### config.mk
export PLATFORM = sky130hd
export DESIGN_NAME = apb_master_ctrl
export DESIGN_NICKNAME = d
export VERILOG_FILES = /design/src/rtl/apb_ctrl_pkg.sv /design/src/rtl/apb_master_ctrl_watchdog.sv /design/src/rtl/apb_master_ctrl.sv
export SDC_FILE = /design/constraint.sdc
export NUM_CORES = 1
export LEC_CHECK = 0
export ABC_AREA = 1
export CAP_MARGIN = 0
export CORE_MARGIN = 5
export CORE_UTILIZATION = 28
export DETAILED_ROUTE_END_ITERATION = 16
export MAX_ROUTING_LAYER = met4
export PLACE_DENSITY = 0.67
export SYNTH_ARGS = -nofsm -noshare
export SYNTH_HDL_FRONTEND = slang
export SYNTH_SLANG_ARGS = --single-unit
### constraint.sdc
create_clock -name CCLK -period 3.2 [get_ports CCLK]
set_clock_uncertainty 0.05 [all_clocks]
set_input_delay 0.64 -clock CCLK [delete_from_list [all_inputs] [get_ports CCLK]]
set_output_delay 0.64 -clock CCLK [all_outputs]
set_load 0.03 [all_outputs]
### src/rtl/apb_ctrl_pkg.sv
// Shared types and encodings for the APB master sequencer: FSM states,
// CPU op codes and the ERR status codes returned with CPUPREADY.
package apb_ctrl_pkg;

  typedef enum logic [2:0] {
    ST_IDLE,
    ST_SETUP,
    ST_ACCESS,
    ST_NEXT,
    ST_DONE
  } state_t;

  localparam logic [7:0] OP_WRITE   = 8'h01;
  localparam logic [7:0] OP_READ    = 8'h02;
  localparam logic [7:0] OP_WVERIFY = 8'h04;
  localparam logic [7:0] OP_BCAST   = 8'h05;

  localparam logic [1:0] ERR_OK     = 2'b00;
  localparam logic [1:0] ERR_SLVERR = 2'b01;
  localparam logic [1:0] ERR_VERIFY = 2'b10;
  localparam logic [1:0] ERR_BAD    = 2'b11;

  function automatic logic op_known(input logic [7:0] op);
    return (op == OP_WRITE) || (op == OP_READ) || (op == OP_WVERIFY) || (op == OP_BCAST);
  endfunction

endpackage

### src/rtl/apb_master_ctrl_watchdog.sv
// ACCESS-phase watchdog: counts stalled cycles, flags the cycle on which the
// count reaches TIMEOUT so the caller can still let a same-cycle PREADY win.
module apb_watchdog #(
  parameter int TIMEOUT = 16
) (
  input  logic CCLK,
  input  logic CPURESET,
  input  logic clr,
  input  logic cnt_en,
  output logic expire
);

  localparam int CW = $clog2(TIMEOUT + 1);

  logic [CW-1:0] cnt_q, cnt_d;

  always_comb begin
    cnt_d = cnt_q;
    if (clr) begin
      cnt_d = '0;
    end else if (cnt_en && (cnt_q != CW'(TIMEOUT))) begin
      cnt_d = cnt_q + 1'b1;
    end
  end

  // The current stalled cycle is the TIMEOUT-th one when TIMEOUT-1 already elapsed.
  assign expire = cnt_en && (cnt_q == CW'(TIMEOUT - 1));

  always_ff @(posedge CCLK or posedge CPURESET) begin
    if (CPURESET) begin
      cnt_q <= '0;
    end else begin
      cnt_q <= cnt_d;
    end
  end

endmodule

### src/rtl/apb_master_ctrl.sv
// APB master sequencer: captures a CPU command on the rising edge of
// APBMASTERENABLE and runs single, write-verify or broadcast APB transfers.
module apb_master_ctrl
  import apb_ctrl_pkg::*;
#(
  parameter int NUM_SLAVES = 4,
  parameter int DATA_W     = 21,
  parameter int TIMEOUT    = 16
) (
  input  logic                         CCLK,
  input  logic                         CPURESET,
  input  logic                         CPUPERPHRESET,
  input  logic                         APBMASTERENABLE,
  input  logic [7:0]                   addr,
  input  logic [DATA_W-1:0]            data,
  input  logic [7:0]                   CPUSEL,
  output logic                         CPUPREADY,
  output logic                         INCPURESET,
  output logic [1:0]                   ERR,
  output logic [DATA_W-1:0]            RDATA,
  output logic [NUM_SLAVES-1:0]        PSEL,
  output logic                         PENABLE,
  output logic                         PWRITE,
  output logic [5:0]                   PADDR,
  output logic [DATA_W-1:0]            PWDATA,
  input  logic [NUM_SLAVES*DATA_W-1:0] PRDATA,
  input  logic [NUM_SLAVES-1:0]        PREADY,
  input  logic [NUM_SLAVES-1:0]        PSLVERR
);

  localparam logic [1:0] LAST_IDX = 2'(NUM_SLAVES - 1);
  localparam logic [2:0] NS       = 3'(NUM_SLAVES);

  state_t            state_q, state_d;
  logic              en_prev_q;
  logic [7:0]        op_q, op_d;
  logic [5:0]        paddr_q, paddr_d;
  logic [DATA_W-1:0] wdata_q, wdata_d;
  logic [1:0]        idx_q, idx_d;
  logic              rd_phase_q, rd_phase_d;
  logic              slverr_q, slverr_d;
  logic [1:0]        err_q, err_d;
  logic [DATA_W-1:0] rdata_q, rdata_d;
  logic              incpu_q, incpu_d;

  logic [DATA_W-1:0] prdata_arr [NUM_SLAVES];
  logic              bus_sel;
  logic              slv_ready;
  logic              slv_err;
  logic [DATA_W-1:0] slv_rdata;
  logic              wd_expire;

  assign bus_sel = (state_q == ST_SETUP) || (state_q == ST_ACCESS);

  for (genvar gi = 0; gi < NUM_SLAVES; gi++) begin : g_slave
    assign prdata_arr[gi] = PRDATA[gi*DATA_W +: DATA_W];
    assign PSEL[gi]       = bus_sel && (idx_q == 2'(gi));
  end

  assign slv_ready = PREADY[idx_q];
  assign slv_err   = PSLVERR[idx_q];
  assign slv_rdata = prdata_arr[idx_q];

  apb_watchdog #(.TIMEOUT(TIMEOUT)) u_watchdog (
    .CCLK     (CCLK),
    .CPURESET (CPURESET),
    .clr      (state_q == ST_SETUP),
    .cnt_en   ((state_q == ST_ACCESS) && !slv_ready),
    .expire   (wd_expire)
  );

  always_comb begin
    state_d    = state_q;
    op_d       = op_q;
    paddr_d    = paddr_q;
    wdata_d    = wdata_q;
    idx_d      = idx_q;
    rd_phase_d = rd_phase_q;
    slverr_d   = slverr_q;
    err_d      = err_q;
    rdata_d    = rdata_q;
    incpu_d    = 1'b0;

    case (state_q)
      ST_IDLE: begin
        if (APBMASTERENABLE && !en_prev_q) begin
          op_d       = CPUSEL;
          paddr_d    = addr[5:0];
          wdata_d    = data;
          idx_d      = (CPUSEL == OP_BCAST) ? 2'd0 : addr[7:6];
          rd_phase_d = 1'b0;
          slverr_d   = 1'b0;
          rdata_d    = '0;
          if (!op_known(CPUSEL) || ((CPUSEL != OP_BCAST) && ({1'b0, addr[7:6]} >= NS))) begin
            err_d   = ERR_BAD;
            state_d = ST_DONE;
          end else begin
            state_d = ST_SETUP;
          end
        end
      end
      ST_SETUP: state_d = ST_ACCESS;
      ST_ACCESS: begin
        // A ready slave beats the watchdog even on the expiring cycle.
        if (slv_ready) begin
          slverr_d = slverr_q | slv_err;
          if ((op_q == OP_READ) || rd_phase_q) begin
            rdata_d = slv_rdata;
          end
          if (((op_q == OP_BCAST) && (idx_q != LAST_IDX)) ||
              ((op_q == OP_WVERIFY) && !rd_phase_q)) begin
            state_d = ST_NEXT;
          end else begin
            state_d = ST_DONE;
            if ((op_q == OP_WVERIFY) && (slv_rdata != wdata_q)) begin
              err_d = ERR_VERIFY;
            end else if (slverr_q || slv_err) begin
              err_d = ERR_SLVERR;
            end else begin
              err_d = ERR_OK;
            end
          end
        end else if (wd_expire) begin
          state_d = ST_IDLE;
          incpu_d = 1'b1;
        end
      end
      ST_NEXT: begin
        if (op_q == OP_BCAST) begin
          idx_d = idx_q + 2'd1;
        end else begin
          rd_phase_d = 1'b1;
        end
        state_d = ST_SETUP;
      end
      ST_DONE: state_d = ST_IDLE;
      default: state_d = ST_IDLE;
    endcase

    if (CPUPERPHRESET) begin
      state_d    = ST_IDLE;
      op_d       = '0;
      paddr_d    = '0;
      wdata_d    = '0;
      idx_d      = '0;
      rd_phase_d = 1'b0;
      slverr_d   = 1'b0;
      incpu_d    = 1'b0;
    end
  end

  always_ff @(posedge CCLK or posedge CPURESET) begin
    if (CPURESET) begin
      state_q    <= ST_IDLE;
      en_prev_q  <= 1'b0;
      op_q       <= '0;
      paddr_q    <= '0;
      wdata_q    <= '0;
      idx_q      <= '0;
      rd_phase_q <= 1'b0;
      slverr_q   <= 1'b0;
      err_q      <= '0;
      rdata_q    <= '0;
      incpu_q    <= 1'b0;
    end else begin
      state_q    <= state_d;
      en_prev_q  <= APBMASTERENABLE;
      op_q       <= op_d;
      paddr_q    <= paddr_d;
      wdata_q    <= wdata_d;
      idx_q      <= idx_d;
      rd_phase_q <= rd_phase_d;
      slverr_q   <= slverr_d;
      err_q      <= err_d;
      rdata_q    <= rdata_d;
      incpu_q    <= incpu_d;
    end
  end

  assign PENABLE    = (state_q == ST_ACCESS);
  assign PWRITE     = bus_sel && (op_q != OP_READ) && !rd_phase_q;
  assign PADDR      = bus_sel ? paddr_q : '0;
  assign PWDATA     = bus_sel ? wdata_q : '0;
  assign CPUPREADY  = (state_q == ST_DONE);
  assign INCPURESET = incpu_q;
  assign ERR        = err_q;
  assign RDATA      = rdata_q;

endmodule

After elaboration in Yosys (flattened, before gate mapping)
Index checks and enable logic that the tools add are counted.
{ "totals": {"ff_bits": 72, "in_bits": 133, "elab_cells": 139} }
{ "op_classes": {"addsub": 2, "order_cmp": 2, "n_eq_ne": 29, "n_mux": 54, "bitwise_logic": 2, "n_reduce_logical": 38} }
{ "ops": {"columns": ["operator", "n"], "rows": [
  ["$mux 21", 9],
  ["$bmux 21 s2", 1],
  ["$pmux 21 s2", 1],
  ["$eq 8x3->1 const B", 4],
  ["$mux 6", 4],
  ["$mux 8", 3],
  ["$ne 21x21->1", 1],
  ["$mux 2", 9],
  ["$mux 3", 6],
  ["$eq 8x2->1 const B", 2],
  ["$logic_and 1x1->1", 13],
  ["$mux 1", 12],
  ["$pmux 3 s4", 1],
  ["$mux 5", 2],
  ["$ne 3x3->1 const B", 3],
  ["$reduce_and 3->1", 3],
  ["$eq 8x1->1 const B", 1],
  ["$ne 2x2->1 const B", 4],
  ["$ne 8x2->1 const B", 1],
  ["$pmux 2 s2", 2],
  ["$reduce_bool 2->1", 4],
  ["$logic_or 1x1->1", 7],
  ["$eq 3x2->1 const B", 2],
  ["$reduce_bool 3->1", 2],
  ["other kinds (23)", 30]
]} }

Logic depth before layout (Yosys ltp)
Gate-level depths: netlist of run 1.
{ "depth": {"depth_word": 10, "ltp_mapped": 15} }

By module
A second synthesis of run 1 with hierarchy kept.
{ "unflattened": {"hier_cells": 663, "hier_area_um2": 4648.2} }
{ "modules_own_cells": {"columns": ["module", "instances", "cells_per_inst", "area_per_inst_um2"], "rows": [
  ["apb_master_ctrl", 1, 619, 4307.9],
  ["apb_watchdog", 1, 44, 340.3]
]} }

Worst setup path after synthesis of run 1
No wires, ideal clock.
{ "synth_path": {"path_type": "reg-to-output", "from": "reg state_q[2]", "to": "out PADDR[0]", "arrival_ns": 1.987, "slack_ns": 0.523, "path_stages_with_launch": 9, "path_cell_list": "dfrtp_1 -> nor2_1 -> inv_1 -> nor2_1 -> inv_2 -> nand2_1 -> inv_1 -> clkbuf_1 -> nor2_1"} }
{ "synth_via": {"elab_chain_len": 3, "elab_cells_between_ends": 4} }
{ "synth_lines": {"columns": ["item", "line_no", "text"], "rows": [
  ["start, declared", "apb_master_ctrl.sv:34", "state_t state_q, state_d;"],
  ["start signal, assigned", "apb_master_ctrl.sv:166", "state_q <= state_d;"],
  ["$eq 3x2->1", null, null],
  ["net PENABLE", "apb_master_ctrl.sv:22", "output logic PENABLE,"],
  ["$logic_or 1x1->1", "apb_master_ctrl.sv:53", "assign bus_sel = (state_q == ST_SETUP) || (state_q == ST_ACCESS);"],
  ["$mux 6", "apb_master_ctrl.sv:182", "assign PADDR = bus_sel ? paddr_q : '0;"],
  ["end, declared", "apb_master_ctrl.sv:24", "output logic [5:0] PADDR,"]
]} }
The timed path passes the listed nets, and every way through them passes these cells.

Worst setup path after layout of run 1
{ "layout_path": {"from": "reg idx_q[0]", "to": "out PSEL[1]"} }
{ "layout_via": {"elab_chain_len": 2} }
{ "layout_lines": {"columns": ["item", "line_no", "text"], "rows": [
  ["start, declared", "apb_master_ctrl.sv:39", "logic [1:0] idx_q, idx_d;"],
  ["start signal, assigned", "apb_master_ctrl.sv:171", "idx_q <= idx_d;"],
  ["$eq 2x1->1", "apb_master_ctrl.sv:57", "assign PSEL[gi] = bus_sel && (idx_q == 2'(gi));"],
  ["$logic_and 1x1->1", "apb_master_ctrl.sv:57", null],
  ["end, declared", "apb_master_ctrl.sv:21", "output logic [NUM_SLAVES-1:0] PSEL,"]
]} }
Every way passes these cells.

==> results of run 1 <==
## cell type report
class | count | area [um2]
well taps | 216 | 270
clock inverters | 2 | 60.1
multi-input cells | 473 | 2180
repair buffers | 202 | 1960
fillers | 1651 | 8950
inverters | 74 | 279
flip-flops and latches | 72 | 1800
clock buffers | 14 | 274
## synthesized netlist by cell type, drive strengths merged
| master | n | share of area [%] |
|---|---|---|
| or3 | 1 | 0.14 |
| inv | 74 | 6.2 |
| o21ai | 42 | 4.8 |
| a21oi | 7 | 0.79 |
| dfrtp | 72 | 40 |
| buf | 22 | 3.7 |
| nand3 | 106 | 12 |
| nor4 | 3 | 0.42 |
| nand2 | 203 | 17 |
| ha | 7 | 2.0 |
| o31ai | 23 | 3.9 |
| clkbuf | 11 | 0.93 |
| nor3 | 5 | 0.56 |
| nor2 | 64 | 5.4 |
| o22ai | 7 | 0.98 |
| nand4 | 4 | 0.56 |
| o32ai | 1 | 0.20 |
## power by group through the flow
stage | sequential (mW) | clock [mW] | combinational [mW]
global route | 0.957 | 1.19 | 0.647
detailed placement | 0.970 | 0 | 0.583
CTS | 0.954 | 1.15 | 0.586
finish | 0.954 | 1.13 | 0.577
global placement | 0.969 | 0 | 0.580
floorplan | 0.969 | 0 | 0.320
## worst max-delay path: cells and delay by family, from the launching register on
| family | cells | cell delay (ns) |
|---|---|---|
| adder cells (fa/ha/maj) | 1 | 0.25 |
| buffers and inverters | 3 | 1.19 |
| flip-flops | 1 | 0.36 |
| AND/OR/NAND/NOR | 1 | 0.09 |
## sequential cells by signal, summed over array words and instances (netlist names)
name,flops
op_q,8
state_q,3
idx_q,2
u_watchdog.cnt_q,5
wdata_q,21
RDATA,21
INCPURESET,1
en_prev_q,1
slverr_q,1
paddr_q,6
rd_phase_q,1
ERR,2
## stage by stage
| stage | std cells | hold slack (ns) | utilization, % | total power, mW | setup slack [ns] |
|---|---|---|---|---|---|
| finish | 1053 | 0.418 | 43.3 | 2.66 | 0.283 |
| global route | 1053 | 0.448 | 43.3 | 2.80 | 0.129 |
| CTS | 1053 | 0.417 | 43.3 | 2.69 | 0.256 |
| detailed placement | 1037 | 0.409 | 41.1 | 1.55 | 0.574 |
| global placement | 1037 | 0.401 | 41.1 | 1.55 | 0.621 |
| floorplan | 652 | 0.383 | - | 1.29 | 0.523 |
## cells in the final DEF (no fill, tap or decap), types with 3 or more instances in the layout
cell,synthesis,final
o31ai_1,23,23
nor3_1,5,5
buf_12,0,3
clkbuf_8,0,3
clkbuf_16,0,9
a21oi_1,7,7
inv_1,69,68
ha_1,7,7
nand4_1,4,4
buf_4,4,38
inv_2,5,5
dfrtp_1,72,71
clkdlybuf4s50_1,0,161
o22ai_1,7,7
nor4_1,3,3
o21ai_0,39,39
nand3_1,106,106
nor2_1,63,63
nand2_1,203,203
## logic make-up after synthesis
logic type                 share of synthesized area, %
adders and majority gates                          1.97
buffers and inverters                              10.8
AOI/OAI and AO/OA                                  10.6
and+or+nand+nor                                    36.1
DFF                                                40.4
## path summary, 6_finish.rpt
| path | start | to | slack, ns | depth (start not counted) |
|---|---|---|---|---|
| setup / recovery | idx_q[0]$_DFFE_PP0P_ | PSEL[1] | 0.28 | 5 |
| hold / removal | u_watchdog.cnt_q[3]$_DFFE_PP0P_ | u_watchdog.cnt_q[3]$_DFFE_PP0P_ | 0.42 | 1 |
| setup reg to reg | idx_q[0]$_DFFE_PP0P_ | RDATA[2]$_DFFE_PP0P_ | 0.57 | 10 |
| hold reg to reg | u_watchdog.cnt_q[3]$_DFFE_PP0P_ | u_watchdog.cnt_q[3]$_DFFE_PP0P_ | 0.42 | 1 |
| max in group asynchronous | CPURESET | wdata_q[7]$_DFFE_PP0P_ | 1.86 | 3 |
| min in group asynchronous | CPURESET | wdata_q[16]$_DFFE_PP0P_ | 0.62 | 2 |
## metal layers
layer  global-route usage (%)  routed length, um  vias to the layer above  share of wire [%]
met5                        -                  0                        -                  0
met4                     3.81                175                        0                1.1
met3                     4.70               1310                       13                8.1
met2                     29.0               7780                      171                 48
met1                     22.1               6840                     2272                 42
li1                         -                  -                     2470                  -
==> impl_results.md, run 1 <==
- Status: completed
- Antenna Violating Nets Remaining: 0
- Post-Layout Inst Area: 6820 um2
- Placed cell area: 6490 um2
- Post_cts resized: 0
- Hold_buf cts: 0
- Final min period: 2.92 ns
- Setup TNS Final: 0 ns
- IO Pins: 191
- Vias in the first global route: 4904
- IO Port Bufs: 190
- Lkg Pwr: 3.09 nW
- Slowest CP cell: clkdlybuf4s50_1
- Setup violators final: 0
- Power share of the sequential group: 35.8%
- Initial DRC count: 271
- Post-Synthesis Cells: 652
- Number of distinct library cells after synthesis: 23
- Layout cells sized above 1: 7.65%
- Initial antenna violation count: 0
- Core area: 15800 um2
- CP endpoint kind: output port
- Max Cap Viol: 0
- Worst Path Required: 2.51 ns
- Arrival time worst endpoint: 2.23 ns
- DRC violations left: 0
- Tcrit/Tclk final: 91.2%
- DIE WIDTH: 136 um
- Clock Tree Buf Depth: 2
- First-pass GRT wire length: 24.8 mm
- Startpoint types: register
- Chip Height: 136 um
- Antenna diode count: 0
- CTS tree: built
- Psw: 0.714 mW
- Cell Pwr Density: 390 nW/um2
- Largest net degree at the start of global routing: 50
- # clock sinks: 72
- Total gr overflow: 0
- Via-per-instance ratio: 4.68
- Die area: 18500 um2
- Via count: 4926
- Synthesized cell area: 4460 um2
- Sw frac: 26.8%
- Synth-to-Final Area Change: 53.1%
- Routed WL: 16.1 mm
- Worst-path cell chain: buf_4 -> ha_1 -> inv_1 -> nor2_1 -> clkdlybuf4s50_1
- Total Routing Usage GR: 17.7%
- Crit path kind: reg -> out
- Final-report hold violation count: 0
- Maximum VDD drop: 0.213 mV
- Postcts setup bufs: 0
- Int Power: 1.95 mW
- Clock latency on the worst-skew pair: 0.34 ns
- Pre-Repair DR Iteration Count: 5
- CTS buffer count: 9
- # rows: 46
- RSZ-0062 raised after global routing: no
- Worst-Margin Slew: 1.06 ns
- GP Congestion: 0.841
- Sequential element share of the synthesized area: 40.4%
- Starting Density: 28.3%
- CTS HTree Levels: 3
- Hold Crit Class: reg -> reg
- Clock transition at path regs: 0.05 ns
- Logic gate share of total power: 21.7%
- Seq cells post-synth: 72
- Wire per inst: 15.3 um
- Worst Path Max Fanout: 49
- Mean Syn Cell Area: 6.84 um2
- Ys Warns: 0
- Fin nets: 972
- Root buf cell: clkbuf_16
- Fmax: 343 MHz
- Worst path max stage delay: 0.68 ns
- Syn Nets: 792
- Slew Viols, Final: 0
- Slew margin rel.: 29.1%
- Clock power frac: 42.5%
- HPWL after DPL: 12.1 mm
Note: power is estimated with default switching activity, not from simulation.
==> run 2, diff against run 1 <==
HOLD_SLACK_MARGIN = 0.05   (was default)
==> results of run 2 <==
The final DEF is identical to that of run 1; final timing and power are the same.
